==> config.mk <==
export PLATFORM = sky130hd
export DESIGN_NAME = a2d_spi_resp_flat
export DESIGN_NICKNAME = d
export VERILOG_FILES = /design/src/rtl/a2d_spi_resp_pkg.sv /design/src/rtl/a2d_spi_resp_if.sv /design/src/rtl/a2d_spi_resp_sync_edge.sv /design/src/rtl/a2d_spi_resp.sv /design/src/flat_wrapper.sv
export SDC_FILE = /design/constraint.sdc
export NUM_CORES = 1
export LEC_CHECK = 0
export ABC_AREA = 1
export CORE_MARGIN = 5
export CORE_UTILIZATION = 50
export CTS_CLUSTER_DIAMETER = 40
export DETAILED_ROUTE_END_ITERATION = 6
export GPL_TIMING_DRIVEN = 0
export PLACE_DENSITY = 0.78
export SLEW_MARGIN = 20
export SYNTH_ARGS = -nofsm -noshare
export SYNTH_HDL_FRONTEND = slang
export SYNTH_SLANG_ARGS = --single-unit
==> constraint.sdc <==
create_clock -name clk -period 2.8 [get_ports clk]
set_clock_uncertainty 0.2 [all_clocks]
set_input_delay 0.56 -clock clk [delete_from_list [all_inputs] [get_ports clk]]
set_output_delay 0.56 -clock clk [all_outputs]
set_load 0.05 [all_outputs]
==> src/rtl/a2d_spi_resp_pkg.sv <==
// Shared types and defaults for the SPI ADC responder.
// Combinational only; no flow control.
package a2d_pkg;

    typedef enum logic [1:0] {
        IDLE  = 2'd0,
        SHIFT = 2'd1,
        DONE  = 2'd2
    } state_t;

    localparam int FRAME_BITS_DEF = 16;
    localparam int CHAN_LSB_DEF   = 11;
    localparam int CMD_W          = 16;
    localparam int RES_W          = 12;

    // Upper bits of the returned word above the 12-bit conversion result.
    localparam logic [3:0] RESULT_PAD = 4'h0;

endpackage

==> src/rtl/a2d_spi_resp_if.sv <==
// SPI pins plus conversion-data handshake for the ADC responder.
// master = SPI initiator / ADC side, slave = the responder.
interface a2d_spi_resp_if;
    import a2d_pkg::*;

    logic             SS_n;
    logic             SCLK;
    logic             MOSI;
    logic             MISO;
    logic [RES_W-1:0] conv_data;
    logic             conv_req;
    logic [2:0]       chan;
    logic [CMD_W-1:0] cmd;
    logic             rdy;
    logic             err;

    modport slave (
        input  SS_n, SCLK, MOSI, conv_data,
        output MISO, conv_req, chan, cmd, rdy, err
    );

    modport master (
        output SS_n, SCLK, MOSI, conv_data,
        input  MISO, conv_req, chan, cmd, rdy, err
    );

endinterface

==> src/rtl/a2d_spi_resp_sync_edge.sv <==
// Two-flop synchronizer plus an edge-detect flop; level and edges valid 2 clk after input.
// No backpressure: pulses are one clk wide and are simply dropped if unused.
module sync_edge #(
    parameter logic RST_VAL = 1'b0
) (
    input  logic clk,
    input  logic rst,
    input  logic d,
    output logic q,
    output logic rise,
    output logic fall
);

    logic s1, s2, s3;

    always_ff @(posedge clk or posedge rst) begin
        if (rst) begin
            s1 <= RST_VAL;
            s2 <= RST_VAL;
            s3 <= RST_VAL;
        end else begin
            s1 <= d;
            s2 <= s1;
            s3 <= s2;
        end
    end

    assign q    = s2;
    assign rise = s2 & ~s3;
    assign fall = ~s2 & s3;

endmodule

==> src/rtl/a2d_spi_resp.sv <==
// SPI slave returning the previously requested 12-bit conversion; MISO lags raw SCLK fall by 3 clk.
// No backpressure: conv_data must be valid the clk conv_req is high.
module a2d_spi_resp
    import a2d_pkg::*;
#(
    parameter int FRAME_BITS = FRAME_BITS_DEF,
    parameter int CHAN_LSB   = CHAN_LSB_DEF
) (
    input  logic          clk,
    input  logic          rst,
    a2d_spi_resp_if.slave bus
);

    localparam int CW = $clog2(FRAME_BITS + 1);
    localparam logic [CW-1:0] FULL = CW'(FRAME_BITS);

    logic ss_rise, ss_fall, sclk_rise, sclk_fall, mosi_lvl;
    logic ss_lvl_unused, sclk_lvl_unused;
    logic [1:0] mosi_edge_unused;

    sync_edge #(.RST_VAL(1'b1)) u_ss (
        .clk(clk), .rst(rst), .d(bus.SS_n),
        .q(ss_lvl_unused), .rise(ss_rise), .fall(ss_fall)
    );
    sync_edge #(.RST_VAL(1'b1)) u_sclk (
        .clk(clk), .rst(rst), .d(bus.SCLK),
        .q(sclk_lvl_unused), .rise(sclk_rise), .fall(sclk_fall)
    );
    sync_edge #(.RST_VAL(1'b0)) u_mosi (
        .clk(clk), .rst(rst), .d(bus.MOSI),
        .q(mosi_lvl), .rise(mosi_edge_unused[0]), .fall(mosi_edge_unused[1])
    );

    state_t           state;
    logic [CMD_W-1:0] tx_sr, rx_sr, cmd_q;
    logic [CW-1:0]    bit_cnt;
    logic [2:0]       chan_q;
    logic [RES_W-1:0] result;
    logic             rdy_q, err_q, conv_req_q, start_pend;

    always_ff @(posedge clk or posedge rst) begin
        if (rst) begin
            state      <= IDLE;
            tx_sr      <= '0;
            rx_sr      <= '0;
            bit_cnt    <= '0;
            cmd_q      <= '0;
            chan_q     <= '0;
            result     <= '0;
            rdy_q      <= 1'b0;
            err_q      <= 1'b0;
            conv_req_q <= 1'b0;
            start_pend <= 1'b0;
        end else begin
            rdy_q      <= 1'b0;
            err_q      <= 1'b0;
            conv_req_q <= rdy_q;
            if (conv_req_q)
                result <= bus.conv_data;

            case (state)
                IDLE: begin
                    // start_pend covers a slave-select fall that landed during DONE
                    if (ss_fall || start_pend) begin
                        state      <= SHIFT;
                        tx_sr      <= {RESULT_PAD, result};
                        bit_cnt    <= '0;
                        start_pend <= 1'b0;
                    end
                end
                SHIFT: begin
                    if (ss_rise) begin
                        state <= DONE;
                    end else begin
                        if (sclk_rise && bit_cnt != FULL) begin
                            rx_sr   <= {rx_sr[CMD_W-2:0], mosi_lvl};
                            bit_cnt <= bit_cnt + CW'(1);
                        end
                        if (sclk_fall && bit_cnt != '0)
                            tx_sr <= {tx_sr[CMD_W-2:0], 1'b0};
                    end
                end
                DONE: begin
                    state      <= IDLE;
                    start_pend <= ss_fall;
                    if (bit_cnt == FULL) begin
                        rdy_q  <= 1'b1;
                        cmd_q  <= rx_sr;
                        chan_q <= rx_sr[CHAN_LSB+2:CHAN_LSB];
                    end else begin
                        err_q <= 1'b1;
                    end
                end
                default: state <= IDLE;
            endcase
        end
    end

    assign bus.MISO     = (state == SHIFT) & tx_sr[CMD_W-1];
    assign bus.conv_req = conv_req_q;
    assign bus.chan     = chan_q;
    assign bus.cmd      = cmd_q;
    assign bus.rdy      = rdy_q;
    assign bus.err      = err_q;

endmodule

==> src/flat_wrapper.sv <==
// flat-port wrapper written by rule: the top's interface ports become plain ports
module a2d_spi_resp_flat import a2d_pkg::*;
#(
    parameter int FRAME_BITS = FRAME_BITS_DEF,
    parameter int CHAN_LSB   = CHAN_LSB_DEF
)
  (clk, rst, bus_SS_n, bus_SCLK, bus_MOSI, bus_conv_data, bus_MISO, bus_conv_req, bus_chan, bus_cmd, bus_rdy, bus_err);
  a2d_spi_resp_if bus_i ();
  input  logic clk;
  input  logic rst;
  input wire logic [$bits(bus_i.SS_n)-1:0] bus_SS_n;
  input wire logic [$bits(bus_i.SCLK)-1:0] bus_SCLK;
  input wire logic [$bits(bus_i.MOSI)-1:0] bus_MOSI;
  input wire logic [$bits(bus_i.conv_data)-1:0] bus_conv_data;
  output wire logic [$bits(bus_i.MISO)-1:0] bus_MISO;
  output wire logic [$bits(bus_i.conv_req)-1:0] bus_conv_req;
  output wire logic [$bits(bus_i.chan)-1:0] bus_chan;
  output wire logic [$bits(bus_i.cmd)-1:0] bus_cmd;
  output wire logic [$bits(bus_i.rdy)-1:0] bus_rdy;
  output wire logic [$bits(bus_i.err)-1:0] bus_err;
  assign bus_i.SS_n = bus_SS_n;
  assign bus_i.SCLK = bus_SCLK;
  assign bus_i.MOSI = bus_MOSI;
  assign bus_i.conv_data = bus_conv_data;
  assign bus_MISO = bus_i.MISO;
  assign bus_conv_req = bus_i.conv_req;
  assign bus_chan = bus_i.chan;
  assign bus_cmd = bus_i.cmd;
  assign bus_rdy = bus_i.rdy;
  assign bus_err = bus_i.err;
  a2d_spi_resp #(.FRAME_BITS(FRAME_BITS), .CHAN_LSB(CHAN_LSB)) u_core (.clk(clk), .rst(rst), .bus(bus_i));
endmodule
After elaboration in Yosys (flattened, before gate mapping)

Cells that the tools add are included.

Bitwise operators: 10
Add/subtract/negate cells: 1
Reduce and logical (&&, ||, !) cells: 13
Muxes and demuxes: 17
Equality and inequality tests: 9

Operators by type and width:

| kind                | number |
|---|---|
| $mux 16             | 3 |
| $pmux 16 s2         | 1 |
| $mux 5              | 3 |
| $pmux 5 s2          | 1 |
| $ne 2x1->1 const B  | 4 |
| $reduce_and 4->1    | 2 |
| $reduce_and 2->1    | 3 |
| $add 5x1->5 const B | 1 |
| $and 1x1->1         | 5 |
| $eq 5x5->1 const B  | 1 |
| $mux 1              | 5 |
| $ne 5x5->1 const B  | 1 |
| $not 1->1           | 5 |
| $reduce_bool 5->1   | 1 |
| $mux 2              | 2 |
| $pmux 2 s2          | 1 |
| $reduce_bool 2->1   | 2 |
| $reduce_and 3->1    | 1 |
| $eq 2x1->1 const B  | 1 |
| $eq 2x2->1 const B  | 1 |
| $logic_and 1x1->1   | 2 |
| $logic_not 2->1     | 1 |
| $ne 2x2->1 const B  | 1 |
| $pmux 1 s2          | 1 |
| $logic_or 1x1->1    | 1 |

Word-level logic and storage cells: 69
Register bits after elaboration: 82
Input port bits: 17
Output and inout bits: 23

Logic depth before layout (Yosys ltp)

Word-level depth: 6
Mapped depth: 8
Mapped depth without buffers: 7

Modules after synthesis

Synthesis repeated with hierarchy kept, for this count alone.

Cell total of the unflattened synthesis: 386
Area total of the unflattened synthesis: 3399.5 um^2

Modules (own cells, without submodules):

| module                        | times used | area an instance (um^2) | cells an instance | seq. area each (um^2) |
|---|---|---|---|---|
| a2d_spi_resp                  | 1          | 3110.5                  | 362               | 1776.7 |
| sync_edge (u_core.u_sclk ...) | 2          | 97.6                    | 8                 | 78.8 |
| sync_edge (u_core.u_mosi)     | 1          | 93.8                    | 8                 | 75.1 |

Worst setup path after synthesis

OpenSTA, ideal clock, no wires.

Kind: reg2out
From: reg u_core.state[1]
To: out bus_MISO
Arrival: 1.185 ns
Data required time: 2.040 ns
Setup slack: 0.855 ns
Cell stages (with the launch flop): 4
Path buffers: 0
Cells stage by stage: dfrtp_1 inv_2 nand2_4 nor2_1

Longest elaborated chain between the ends: 2

Ends and longest elaborated chain:

| element                | line               | RTL |
|---|---|---|
| start, declared        | a2d_spi_resp.sv:34 | `state_t state;` |
| start signal, assigned | a2d_spi_resp.sv:43 | `state <= IDLE;` |
| start signal, assigned | a2d_spi_resp.sv:65 | `state <= SHIFT;` |
| start signal, assigned | a2d_spi_resp.sv:73 | `state <= DONE;` |
| $eq 2x1->1             | a2d_spi_resp.sv:99 | `assign bus.MISO = (state == SHIFT) & tx_sr[CMD_W-1];` |
| $and 1x1->1            | a2d_spi_resp.sv:99 |  |
| end, declared          | flat_wrapper.sv:15 | `output wire logic [$bits(bus_i.MISO)-1:0] bus_MISO;` |

Every way passes these cells.

Worst setup path after layout

Ends and elaborated chain as after synthesis.

==> flow_summary.json <==
{
  "result_of_the_run": "complete, no violations",
  "final_cells": 479,
  "synthesis.area_um2": 3310,
  "crit_start": "u_core.state[1]",
  "clk-insertion-delay-late_ns": 0.35,
  "h_tree_depth_reported_by_cts": 3,
  "min_period_over_period_pct": 92.8,
  "reg2regPathDepth": 8,
  "unrepaired_setup_endpoints_after_global_routing": "false",
  "r2r_setup_slack_ns": 1.07,
  "grt_pass1_wl_um": 11500,
  "initial_antenna_violation_count": 0,
  "design.final.nets": 416,
  "timing.rr.start": "u_core.bit_cnt[0]",
  "fin_ws_ns": 0.203,
  "post-cts-setup-buffers": 0,
  "hold_path_class": "reg -> reg",
  "clock_tree_from_tritoncts": "built",
  "synthesis.yosys.warnings": 0,
  "postSynthNetCount": 365,
  "n_antenna_cell": 0,
  "place_worst_setup_slack_ns": 0.565,
  "antenna_violating_nets_post_route": 0,
  "wl_um": 6530,
  "cp.arrival_ns": 1.84,
  "maxSlewHeadroom_pct": 66.0,
  "dp_wirelength_um": 4370,
  "count_of_tritonroute_iterations_in_the_first_routing_pass": 4,
  "final.min_clock_period_ns": 2.60,
  "wl_per_cell_um": 13.6,
  "hold_path_depth": 0,
  "cp_endpoint": "bus_MISO",
  "die-width_um": 91.4,
  "clk_transition_reported_paths_ns": 0.07,
  "cts_sinks": 79,
  "die-area_um2": 8350,
  "coreArea_um2": 6390,
  "clk_path_buf_depth": 2,
  "grt.total_usage_pct": 16.8,
  "max-vdd-ir-drop_uv": 453,
  "syn_area_per_cell_um2": 9.58,
  "timing.final.hold_violations": 0,
  "worstPathRequired_ns": 2.04,
  "multi_input_comb_area_um2": 1060,
  "route.vias.total": 2456,
  "setup.worst_path.end_class": "primary output",
  "timing_worst_setup_path_type": "reg -> out",
  "grt_max_degree": 58,
  "post_cts_hold_buffer_count": 0,
  "die_height_um": 91.4,
  "p_leak_nw": 1.99,
  "setup_crit_start_kind": "flip-flop",
  "stdcell_area_um2": 4010,
  "layout_common_cells": "sky130_fd_sc_hd__nand2_1 (98), sky130_fd_sc_hd__dfrtp_1 (73), sky130_fd_sc_hd__clkdlybuf4s50_1 (39), sky130_fd_sc_hd__inv_1 (35), sky130_fd_sc_hd__o21ai_0 (30)",
  "postSynthRegisterBits": 79,
  "finalSetupViolations": 0,
  "placed_cells_incl_taps": 463,
  "timing.max_cap.violations": 0,
  "critical_path_peak_fanout": 5,
  "clockRootBuffer": "sky130_fd_sc_hd__clkbuf_8",
  "port-buffer-count": 39,
  "synth.distinct_cells": 27,
  "n_fill_cell": 519,
  "crit_reg_reg_endpoint": "u_core.bit_cnt[2]",
  "placedInstanceArea_um2": 3830,
  "number_of_design_rule_violations_left_after_detail_routing": 0,
  "initial_core_util_pct": 51.9,
  "drc_violation_total_after_the_first_tritonroute_iteration": 163,
  "cts_repair_resize_count": 0,
  "first_global_vias": 2356,
  "timing.hold.ws_ns": 0.161,
  "post_route_cells_drive_above_1_share_pct": 13.9,
  "worstMarginPinSlew_ns": 0.509,
  "pin_count": 40,
  "cellPowerDensity_nw_per_um2": 673,
  "fin_tns_setup_ns": 0,
  "number_of_cells_produced_by_synthesis": 346,
  "detail_route.vias_per_cell": 5.13,
  "max_freq_ghz": 0.385,
  "core.rowCount": 29,
  "tritoncts.num_buffers": 9,
  "grt.overflow.total": 0,
  "final-max-slew-violation-count": 0,
  "gp_routability_congestion": 0.759,
  "synth_seq_area_share_pct": 59.9,
  "layout.cells.most_common": "sky130_fd_sc_hd__nand2_1",
  "area_growth_pct": 20.9,
  "ff_latch_area_um2": 1980
}
[metrics by stage]
stage	utilization (%)	total power, mW
floorplan	-	1.81
global placement	59.5	1.93
detailed placement	60.0	1.96
CTS	62.7	2.71
global route	62.7	2.85
finish	62.7	2.70
[state kept, by name, summed over array words and instances, names as in the netlist, 2 cells and up]
register	cells
u_core.rx_sr	16
u_core.bit_cnt	5
u_core.bus.cmd	14
u_core.state	2
u_core.result	12
u_core.bus.chan	2
u_core.tx_sr	16
[worst max-delay path: stages (launching register included)]
cell                              delay [ns]
sky130_fd_sc_hd__dfrtp_1                0.40
sky130_fd_sc_hd__inv_2                  0.09
sky130_fd_sc_hd__nand2_4                0.09
sky130_fd_sc_hd__nor2_1                 0.11
sky130_fd_sc_hd__clkdlybuf4s50_1        0.81
[power breakdown]
group | switching (mW) | total, mW | leakage [nW] | internal, mW
Clock | 0.410 | 0.755 | 0.0853 | 0.345
Sequential | 0.0937 | 1.39 | 0.991 | 1.30
Combinational | 0.348 | 0.551 | 0.916 | 0.203
Total | 0.852 | 2.70 | 1.99 | 1.84
[per-layer routing]
metal / up-vias / track usage, % / share of wire (%) / wire, µm
li1: 1193 / - / - / -
met5: - / 0 / 0 / 0
met2: 53 / 25.1 / 46 / 3010
met3: 13 / 4.13 / 5.0 / 326
met4: 0 / 6.97 / 1.8 / 120
met1: 1197 / 23.5 / 47 / 3080
[cells by family (layout without fill, tap and decap cells)]
group	count (synthesis)	count (layout)	share of synthesized area, %
AOI/OAI and AO/OA	56	56	8.84
xor gates and xnor gates	3	3	0.793
adders and majority gates	2	2	0.755
buffers and inverters	55	111	8.12
DFF	79	79	59.9
muxes	1	1	0.340
and+or+nand+nor	150	150	21.3
[worst min path at each step]
| stage | start | to | slack [ns] |
|---|---|---|---|
| finish | u_core.u_ss.s1 | u_core.u_ss.q | 0.16 |
| global route | u_core.u_sclk.s1 | u_core.u_sclk.q | 0.17 |
| CTS | u_core.u_sclk.s1 | u_core.u_sclk.q | 0.16 |
| global placement | u_core.u_mosi.s1 | u_core.u_mosi.q | 0.14 |
| floorplan | u_core.u_mosi.s1 | u_core.u_mosi.q | 0.13 |
| detailed placement | u_core.u_mosi.s1 | u_core.u_mosi.q | 0.15 |
[area by class of cell]
cell class                      count  share of cell area [%]
Timing Repair Buffer               40                    10.4
Clock buffer                       11                    3.53
Sequential cell                    79                    49.5
Clock inverter                      5                   0.843
Multi-Input combinational cell    212                    26.5
Tap cell                           77                    2.41
Buffer                             17                    3.16
Inverter                           38                    3.62
[cells in the mapped netlist, drive strengths merged]
library cell,number,share of area (%)
nand2,99,11
dfrtp,73,55
o21ai,45,6.8
inv,38,4.3
nand3,32,5.7
nor2,18,3.9
buf,14,3.4
a21oi,10,1.9
dfstp,6,4.8
clkbuf,3,0.38
xor2,3,0.79
ha,2,0.76
mux2,1,0.34
nand4,1,0.19
o22ai,1,0.19
Note: power is estimated with default switching activity, not from simulation.
